--- config.mk ---
export PLATFORM = sky130hd
export DESIGN_NAME = regfile_2r1w
export DESIGN_NICKNAME = d
export VERILOG_FILES = /design/src/rtl/regfile_2r1w.sv
export SDC_FILE = /design/constraint.sdc
export NUM_CORES = 1
export LEC_CHECK = 0
export ABC_CLOCK_PERIOD_IN_PS = 2400
export BUFFER_PORTS_ARGS = -buffer_cell sky130_fd_sc_hd__buf_2
export CORE_ASPECT_RATIO = 1.25
export CORE_MARGIN = 3
export CORE_UTILIZATION = 37
export CTS_CLUSTER_DIAMETER = 30
export DETAILED_ROUTE_END_ITERATION = 10
export HOLD_SLACK_MARGIN = 0.05
export SLEW_MARGIN = 20
export SYNTH_ARGS = -nofsm -noshare
export SYNTH_HDL_FRONTEND = slang
export SYNTH_SLANG_ARGS = --single-unit
--- constraint.sdc ---
create_clock -name clk -period 2.4 [get_ports clk]
set_input_delay 0.12 -clock clk [delete_from_list [all_inputs] [get_ports clk]]
set_output_delay 0.12 -clock clk [all_outputs]
set_load 0.02 [all_outputs]
--- src/rtl/regfile_2r1w.sv ---
// Parametrised WIDTH x DEPTH register file with two registered read ports and one write port.
// Define REGFILE_BYPASS_EN to forward same-edge write data to reads; otherwise reads see the old contents.
module regfile_2r1w #(
  parameter int WIDTH    = 16,
  parameter int DEPTH    = 16,
  parameter int ADDR_W   = 4,
  parameter int ZERO_REG = 1
) (
  input  logic              clk,
  input  logic              rst,
  input  logic              we,
  input  logic [ADDR_W-1:0] waddr,
  input  logic [WIDTH-1:0]  wdata,
  input  logic              re1,
  input  logic [ADDR_W-1:0] raddr1,
  output logic [WIDTH-1:0]  rdata1,
  output logic              rvalid1,
  input  logic              re2,
  input  logic [ADDR_W-1:0] raddr2,
  output logic [WIDTH-1:0]  rdata2,
  output logic              rvalid2
);

  // One extra bit so DEPTH == 2**ADDR_W is representable.
  localparam logic [ADDR_W:0] DEPTH_L = (ADDR_W + 1)'(DEPTH);

  logic [WIDTH-1:0]  mem_reg [DEPTH];
  logic              write_ok;

  logic [ADDR_W-1:0] raddr_a    [2];
  logic              re_a       [2];
  logic [WIDTH-1:0]  rdata_reg  [2];
  logic              rvalid_reg [2];

  assign write_ok = we && ({1'b0, waddr} < DEPTH_L) && !((ZERO_REG != 0) && (waddr == '0));

  assign raddr_a[0] = raddr1;
  assign raddr_a[1] = raddr2;
  assign re_a[0]    = re1;
  assign re_a[1]    = re2;
  assign rdata1     = rdata_reg[0];
  assign rdata2     = rdata_reg[1];
  assign rvalid1    = rvalid_reg[0];
  assign rvalid2    = rvalid_reg[1];

  genvar gi;
  generate
    for (gi = 0; gi < DEPTH; gi++) begin : g_mem
      always_ff @(posedge clk) begin
        if (rst) begin
          mem_reg[gi] <= '0;
        end else if (write_ok && (waddr == ADDR_W'(gi))) begin
          mem_reg[gi] <= wdata;
        end
      end
    end

    for (gi = 0; gi < 2; gi++) begin : g_port
      logic             rd_ok;
      logic [WIDTH-1:0] rdata_next;

      assign rd_ok = ({1'b0, raddr_a[gi]} < DEPTH_L) &&
                     !((ZERO_REG != 0) && (raddr_a[gi] == '0));

      always_comb begin
        rdata_next = '0;
        if (rd_ok) begin
          rdata_next = mem_reg[raddr_a[gi]];
`ifdef REGFILE_BYPASS_EN
          // write_ok already excludes ignored addresses, so they are never forwarded
          if (write_ok && (waddr == raddr_a[gi])) begin
            rdata_next = wdata;
          end
`endif
        end
      end

      always_ff @(posedge clk) begin
        if (rst) begin
          rdata_reg[gi]  <= '0;
          rvalid_reg[gi] <= 1'b0;
        end else begin
          rvalid_reg[gi] <= re_a[gi];
          if (re_a[gi]) begin
            rdata_reg[gi] <= rdata_next;
          end
        end
      end
    end
  endgenerate

endmodule

==> flow_metrics.py, run 1 <==
metrics = {
    "status": {
        "status": "complete, no violations",
    },
    "sta": {
        "tightest_slew_ns": 0.7861,
        "finalCriticalPeriod_ns": 1.900,
        "clock_skew_ns": 0.01476,
        "finalMaxSlewViolations": 0,
        "relSlewSlack": 0.4753,
        "rsz0062_at_grt": "no",
        "fmax_ghz": 0.5262,
        "tns_ns": 0,
        "finalHoldViolCount": 0,
        "fin_ws_ns": 0.4996,
        "hold_slack_ns": 0.06742,
        "fin_crit_sh": 0.7918,
        "setup_viol": 0,
    },
    "route": {
        "drt.antenna.violating_nets": 0,
        "drt-pass1-iter-count": 5,
        "drtIter0Drc": 858,
        "via_count": 8685,
        "wl_per_cell_um": 28.50,
        "drc": 0,
        "wl_um": 43040,
        "post_drt_via_cell_ratio": 5.752,
    },
    "place": {
        "dp_hpwl_um": 25580,
        "port_buffers": 66,
        "gp_congestion": 0.8212,
        "place_ws_ns": 0.3704,
        "placed_area_um2": 15810,
    },
    "floorplanning": {
        "die_area_um2": 41830,
        "rows": 80,
        "die_h_um": 227.9,
        "core-area_um2": 38540,
        "die_w_um": 183.5,
        "ioPinCount": 67,
        "initial_utilization": 0.3783,
    },
    "global_routing": {
        "gr-total-overflow": 0,
        "grt_pass1_wl_um": 62290,
        "gr-usage-all-layers": 0.2066,
        "grt_pass1_vias": 9200,
        "antenna_found_initial": 2,
        "grt_max_degree": 35,
    },
    "clock_network": {
        "cts_sinks": 290,
        "post-cts-setup-buffers": 0,
        "htree_levels": 2,
        "cts_resized": 0,
        "root_buffer": "clkbuf_16",
        "clock_latency_ns": 0.54,
        "max-clock-path-buffers": 3,
        "path_clk_slew_ns": 0.06,
        "cts_tree": "done",
        "hold_buffers": 14,
        "cts_buffers": 43,
    },
    "pwr": {
        "p_comb_frac": 0.094,
        "cellInternalPower_mw": 10.12,
        "swShare": 0.2420,
        "pwr_density_cell_nw_per_um2": 769.6,
        "p_leak_nw": 6.211,
        "p_clk_frac": 0.451,
        "seqPwrFrac": 0.455,
        "peakVddDrop_mv": 0.4127,
        "switchingPower_mw": 3.232,
    },
    "synth": {
        "synthMostInstantiatedCell": "edfxtp_1",
        "syn_area_um2": 14580,
        "synthCells": 866,
        "ys_types": 38,
        "ys_ff_latch": 290,
        "synth_edf_count": 288,
        "synth_area_per_cell_um2": 16.83,
        "ys_warn_count": 0,
        "yosysTopAreaCellShare": 0.5933,
        "synthFlopType": "edfxtp_1",
        "synth_top_area_cell": "edfxtp_1",
        "synth_commonest_cells": "edfxtp_1 (288), and2_1 (240), mux4_2 (105)",
        "synth_area_leaders": "edfxtp_1 (59%), mux4_2 (16%), and2_1 (10%)",
        "synthArstFlopShare": 0,
        "yosysSeqAreaShare": 0.5960,
    },
    "critical_path": {
        "critPathMaxFanout": 16,
        "end_kind": "flop",
        "critPathRequiredTime_ns": 2.60,
        "critPathLaunchType": "input pin",
        "critPathKind": "input pin to flop",
        "worstPathArrival_ns": 2.10,
        "crit_path_start": "rst",
        "rr_startpoint": "mem_reg[9][2]",
    },
    "hold_path": {
        "hold_start": "wdata[2]",
        "hp-class": "input pin to flop",
    },
    "final_layout": {
        "stdcell_area_um2": 17350,
        "area_growth_pct": 19.05,
        "final_nets": 1016,
        "fillers": 3284,
        "largest_reg_flops": 256,
        "drive_gt1_frac": 0.3265,
    },
    "job": {
        "cap_violations": 0,
    },
}
==> final cells by class <==
type,count,area [um2],area share
Antenna cell,1,2.502,0.0001442
Clock buffer,46,1109,0.06388
Clock inverter,33,291.5,0.01680
Inverter,4,15.01,0.0008652
Multi-Input combinational cell,509,5632,0.3245
Sequential cell,290,8688,0.5006
Tap cell,492,615.6,0.03547
Timing Repair Buffer,135,1001,0.05768
==> final timing paths <==
check | end | slack (ns) | cells after the start
worst max-delay path | mem_reg[6][3] | 0.50 | 6
worst min-delay path | mem_reg[1][2] | 0.07 | 2
worst max register to register | rdata_reg[0][2] | 0.66 | 3
worst min register to register | rdata_reg[1][6] | 0.78 | 2
==> power by group through the flow <==
stage | registers (mW) | clock network (mW) | logic (mW)
after floorplan | 6.17 | 0 | 0.747
after global placement | 6.16 | 0 | 1.24
after detailed placement | 6.17 | 0 | 1.25
after CTS | 6.07 | 6.11 | 1.27
after global routing | 6.10 | 6.34 | 1.33
final | 6.07 | 6.02 | 1.26
==> metrics by stage <==
step                      cells    util  power, mW
final                      1510  0.4503      13.35
after global routing       1510  0.4503      13.77
after CTS                  1509  0.4503      13.45
after detailed placement   1416  0.4103      7.421
after global placement     1416  0.4103      7.396
after floorplan             881       -      6.922
==> worst max-delay path, stage by stage <==
cell and delay [ns]:
dlygate4sd3_1 0.52, buf_2 0.26, buf_4 0.25, inv_1 0.37
o21ai_2 0.17, buf_4 0.39
==> layout by cell type (no fill, tap or decap), types with 6 or more instances in the layout <==
cell / n
edfxtp_1: 288
and2_1: 240
mux4_2: 105
buf_2: 64
buf_4: 48
clkbuf_16: 44
a22o_1: 31
a221o_1: 31
mux4_1: 16
conb_1: 16
dlygate4sd3_1: 14
o21ai_2: 12
nor2_1: 12
clkinv_4: 9
buf_12: 9
mux4_4: 6
clkinv_1: 6
==> kinds of logic (layout without fill, tap and decap cells) <==
kind of cell	after synthesis	after routing	synth area share
buffers and inverters	82	218	0.02910
other	1	17	0.0002572
AND/OR/NAND/NOR	285	285	0.1253
AO/OA/AOI/OAI	80	80	0.04721
flip-flops	290	290	0.5960
multiplexers	128	128	0.2021
==> routing by layer <==
metal  up-vias  GRT usage  share of wire
met3       109    0.03155          0.064
met2       361     0.3735           0.53
met1      4519     0.2397           0.36
met5         -          0        0.00030
li1       3694          -              -
met4         2    0.09431          0.048
Note: power is estimated with default switching activity, not from simulation.
==> inputs of run 2 (changes only) <==
ABC_CLOCK_PERIOD_IN_PS = 1800   (was 2400)
clock period = 1.8 ns   (was 2.4 ns; I/O delays follow)
==> flow_metrics.py, run 2 (synthesis gave the netlist of run 1 again) <==
metrics = {
    "route": {
        "drc": 0,
        "wl_um": 42270,
        "drtIter0Drc": 839,
        "via_count": 8693,
        "post_drt_via_cell_ratio": 5.645,
        "drt-pass1-iter-count": 5,
        "wl_per_cell_um": 27.44,
        "drt.antenna.violating_nets": 0,
    },
    "critical_path": {
        "critPathRequiredTime_ns": 2.09,
        "end_kind": "flop",
        "r2r_cells": 3,
        "critPathKind": "flop to flop",
        "reg2reg_to": "rdata_reg[0][15]",
        "rr_startpoint": "mem_reg[13][15]",
        "critPathLaunchType": "flop",
        "critPathMaxFanout": 2,
        "worstPathArrival_ns": 2.05,
        "r2r_slack_ns": 0.05,
    },
    "pwr": {
        "pwr_density_cell_nw_per_um2": 988.1,
        "switchingPower_mw": 4.288,
        "swShare": 0.2401,
        "cellInternalPower_mw": 13.57,
        "seqPwrFrac": 0.453,
        "peakVddDrop_mv": 0.5899,
        "p_total_mw": 17.86,
        "p_comb_frac": 0.103,
        "p_clk_frac": 0.444,
        "p_leak_nw": 6.487,
    },
    "floorplanning": {
        "die_w_um": 183.5,
        "die_area_um2": 41830,
        "initial_utilization": 0.3783,
        "core-area_um2": 38540,
        "rows": 80,
        "ioPinCount": 67,
        "die_h_um": 227.9,
    },
    "global_routing": {
        "grt_pass1_vias": 9342,
        "grt_max_degree": 31,
        "gr-total-overflow": 0,
        "antenna_found_initial": 1,
        "gr-usage-all-layers": 0.2047,
        "grt_pass1_wl_um": 62350,
    },
    "final_layout": {
        "drive_gt1_frac": 0.3429,
        "layout_common_cells": "edfxtp_1 (288), and2_1 (240), mux4_2 (105)",
        "final_cells": 1540,
        "final_nets": 1048,
        "largest_reg_flops": 256,
        "post-route-util": 0.4690,
        "regArea_um2": 8688,
        "area_growth_pct": 23.97,
        "fillers": 3239,
        "layout_commonest_cell": "edfxtp_1",
        "multi_input_area_um2": 5632,
    },
    "sta": {
        "finalMaxSlewViolations": 0,
        "relSlewSlack": 0.2836,
        "fmax_ghz": 0.5700,
        "fin_crit_sh": 0.9747,
        "finalCriticalPeriod_ns": 1.755,
        "setup_viol": 0,
        "clock_skew_ns": 0.02792,
        "fin_ws_ns": 0.04550,
        "rsz0062_at_grt": "no",
        "finalHoldViolCount": 0,
        "tightest_slew_ns": 1.070,
    },
    "clock_network": {
        "cts_sinks": 290,
        "cts_tree": "done",
        "root_buffer": "clkbuf_16",
        "post-cts-setup-buffers": 0,
        "cts_buffers": 43,
        "clock_latency_ns": 0.55,
        "path_clk_slew_ns": 0.06,
        "max-clock-path-buffers": 3,
        "htree_levels": 2,
    },
    "place": {
        "dp_hpwl_um": 26670,
        "gp_congestion": 0.8123,
        "place_ws_ns": -0.1323,
        "place_inst": 1444,
        "port_buffers": 66,
    },
    "hold_path": {
        "hold_start": "wdata[14]",
        "whs_path_depth": 2,
        "hp-class": "input pin to flop",
        "min_to": "mem_reg[15][14]",
    },
    "job": {
        "cap_violations": 0,
    },
    "status": {
        "status": "complete, no violations",
    },
}
run 2: metal layers:
metal  share of wire  wire length (um)  GRT usage  vias up
met1            0.37             15600     0.2442     4509
met5         0.00031                13          0        -
met4           0.036              1521    0.07788        2
met3           0.062              2609    0.03298      101
met2            0.53             22520     0.3692      329
li1                -                 -          -     3752
run 2: worst max path at each step:
| stage | start | endpoint | slack (ns) | depth (start not counted) |
|---|---|---|---|---|
| floorplan | waddr[3] | mem_reg[11][0] | -0.42 | 3 |
| global route | mem_reg[9][15] | rdata_reg[0][15] | 0.009 | 3 |
| finish | mem_reg[13][15] | rdata_reg[0][15] | 0.05 | 3 |
| detailed placement | rst | rdata_reg[0][10] | -0.13 | 5 |
| global placement | rst | rdata_reg[0][10] | -0.17 | 5 |
| CTS | mem_reg[13][15] | rdata_reg[0][15] | 0.05 | 3 |
run 2: power groups by stage:
stage | registers [mW] | logic, mW | clock network, mW
6_report | 8.09 | 1.84 | 7.93
5_1_grt | 8.13 | 1.94 | 8.33
4_1_cts | 8.09 | 1.86 | 8.04
3_5_place_dp | 8.22 | 1.82 | 0
3_3_place_gp | 8.20 | 1.80 | 0
2_1_floorplan | 8.23 | 1.00 | 0
run 2: layout make-up:
| cell class | count | area share |
|---|---|---|
| inverters | 4 | 0.0008308 |
| well taps | 492 | 0.03406 |
| multi-input cells | 509 | 0.3116 |
| diodes | 1 | 0.0001385 |
| flip-flops and latches | 290 | 0.4808 |
| repair buffers | 167 | 0.09693 |
| clock buffers | 47 | 0.06093 |
| clock inverters | 30 | 0.01475 |
run 2: stage by stage:
step | area, um2 | setup TNS, ns | hold WS (ns)
floorplan | 14650 | -55.13 | 0.2182
global placement | 16520 | -1.718 | 0.3937
detailed placement | 16520 | -1.848 | 0.4057
CTS | 18070 | 0 | 0.05872
global route | 18070 | 0 | 0.08981
finish | 18070 | 0 | 0.09366
run 2: worst max-delay path, cell delays in order, from the launching register on:
cell      delay [ns]
edfxtp_1        0.40
mux4_1          0.49
a22o_1          0.33
a221o_1         0.30
run 2: repair_timing:
action	in CTS	in global routing
gates resized for setup	0	0
hold buffers	18	0
hold endpoints to repair	193	0
==> inputs of run 3 (changes only) <==
CORE_MARGIN = unset   (was 3)
==> flow_metrics.py, run 3 (synthesis gave the netlist of run 1 again) <==
metrics = {
    "critical_path": {
        "critPathLaunchType": "flop",
        "worstPathArrival_ns": 1.99,
        "critPathRequiredTime_ns": 2.08,
        "end_kind": "flop",
        "critPathKind": "flop to flop",
        "critPathMaxFanout": 2,
    },
    "global_routing": {
        "gr-total-overflow": 0,
        "antenna_found_initial": 3,
        "grt_pass1_wl_um": 60640,
        "gr-usage-all-layers": 0.2110,
        "grt_pass1_vias": 9044,
        "grt_max_degree": 35,
    },
    "hold_path": {
        "hp-class": "input pin to flop",
    },
    "sta": {
        "tightest_slew_ns": 0.5923,
        "clock_skew_ns": 0.01755,
        "fin_ws_ns": 0.08776,
        "fin_crit_sh": 0.9512,
        "tns_ns": 0,
        "finalHoldViolCount": 0,
        "finalCriticalPeriod_ns": 1.712,
        "finalMaxSlewViolations": 0,
        "rsz0062_at_grt": "no",
        "setup_viol": 0,
        "relSlewSlack": 0.6051,
        "fmax_ghz": 0.5840,
    },
    "final_layout": {
        "fillers": 3236,
        "largest_reg_flops": 256,
        "stdcell_area_um2": 17950,
        "layout_commonest_cell": "edfxtp_1",
        "drive_gt1_frac": 0.3395,
        "area_growth_pct": 23.15,
        "final_nets": 1036,
        "layout_common_cells": "edfxtp_1 (288), and2_1 (240), mux4_2 (106)",
    },
    "clock_network": {
        "max-clock-path-buffers": 3,
        "htree_levels": 2,
        "root_buffer": "clkbuf_16",
        "cts_buffers": 42,
        "clock_latency_ns": 0.54,
        "path_clk_slew_ns": 0.06,
        "cts_tree": "done",
        "cts_sinks": 290,
    },
    "status": {
        "status": "finished, violations left",
        "violations": "DRC",
    },
    "route": {
        "wl_per_cell_um": 27.12,
        "drt.antenna.violating_nets": 0,
        "drc": 6,
        "drtIter0Drc": 764,
        "post_drt_via_cell_ratio": 5.616,
        "drt-pass1-iter-count": 8,
        "wl_um": 41410,
        "via_count": 8575,
    },
    "floorplanning": {
        "rows": 80,
        "die_w_um": 179.5,
        "initial_utilization": 0.3783,
        "die_h_um": 223.9,
        "die_area_um2": 40200,
        "core-area_um2": 38540,
        "ioPinCount": 67,
    },
    "place": {
        "gp_congestion": 0.8086,
        "port_buffers": 66,
        "placed_area_um2": 16460,
        "place_ws_ns": -0.05491,
        "dp_hpwl_um": 25920,
    },
    "pwr": {
        "peakVddDrop_mv": 0.5229,
        "pwr_density_cell_nw_per_um2": 991.4,
        "p_leak_nw": 6.430,
    },
    "job": {
        "cap_violations": 0,
    },
}
-- run 3: worst paths after layout --
path | from | end | slack (ns) | cells after the start
min reg2reg | mem_reg[6][5] | rdata_reg[1][5] | 0.76 | 2
max | mem_reg[11][12] | rdata_reg[1][12] | 0.09 | 3
max reg2reg | mem_reg[11][12] | rdata_reg[1][12] | 0.09 | 3
min | wdata[7] | mem_reg[6][7] | 0.06 | 2
-- run 3: final cells by class --
class / instances / area (um2) / share of cell area
Multi-Input combinational cell: 509 / 5628 / 0.3135
Clock inverter: 30 / 272.8 / 0.01519
Inverter: 4 / 15.01 / 0.0008364
Timing Repair Buffer: 156 / 1647 / 0.09172
Clock buffer: 45 / 1084 / 0.06036
Sequential cell: 290 / 8688 / 0.4840
Antenna cell: 1 / 2.502 / 0.0001394
Tap cell: 492 / 615.6 / 0.03429
-- run 3: metal layers --
layer | vias to the layer above | global-route usage | share of wire
met2 | 312 | 0.4013 | 0.55
met4 | 4 | 0.07786 | 0.032
met3 | 92 | 0.03089 | 0.059
met1 | 4444 | 0.2383 | 0.36
met5 | - | 0 | 0.00041
li1 | 3723 | - | -
-- run 3: per-stage QoR --
| stage | hold WS, ns | utilization | power (mW) | cells |
|---|---|---|---|---|
| 3_3_place_gp | 0.3918 | 0.4270 | 9.982 | 1437 |
| 6_report | 0.05697 | 0.4658 | 17.80 | 1527 |
| 5_1_grt | 0.07651 | 0.4658 | 18.27 | 1527 |
| 2_1_floorplan | 0.2182 | - | 9.231 | 881 |
| 4_1_cts | 0.06061 | 0.4659 | 17.87 | 1526 |
| 3_5_place_dp | 0.4244 | 0.4270 | 10.02 | 1437 |
-- run 3: report_power, final --
part / total (mW) / leakage, nW / internal [mW] / switching (mW)
clock network: 7.91 / 0.653 / 4.83 / 3.08
registers: 8.09 / 2.82 / 7.89 / 0.206
logic: 1.80 / 2.95 / 0.888 / 0.911
-- run 3: what timing repair did --
item                                    CTS  global route
endpoints found under the setup margin    0             1
endpoints found under the hold margin   154             0
hold buffers                             14             0
buffers inserted                          0             0
gates resized for setup                   0             1
-- run 3: worst max-delay path, stage by stage (launching register included) --
cell,delay [ns]
edfxtp_1,0.39
mux4_2,0.49
a22o_1,0.31
a221o_1,0.27
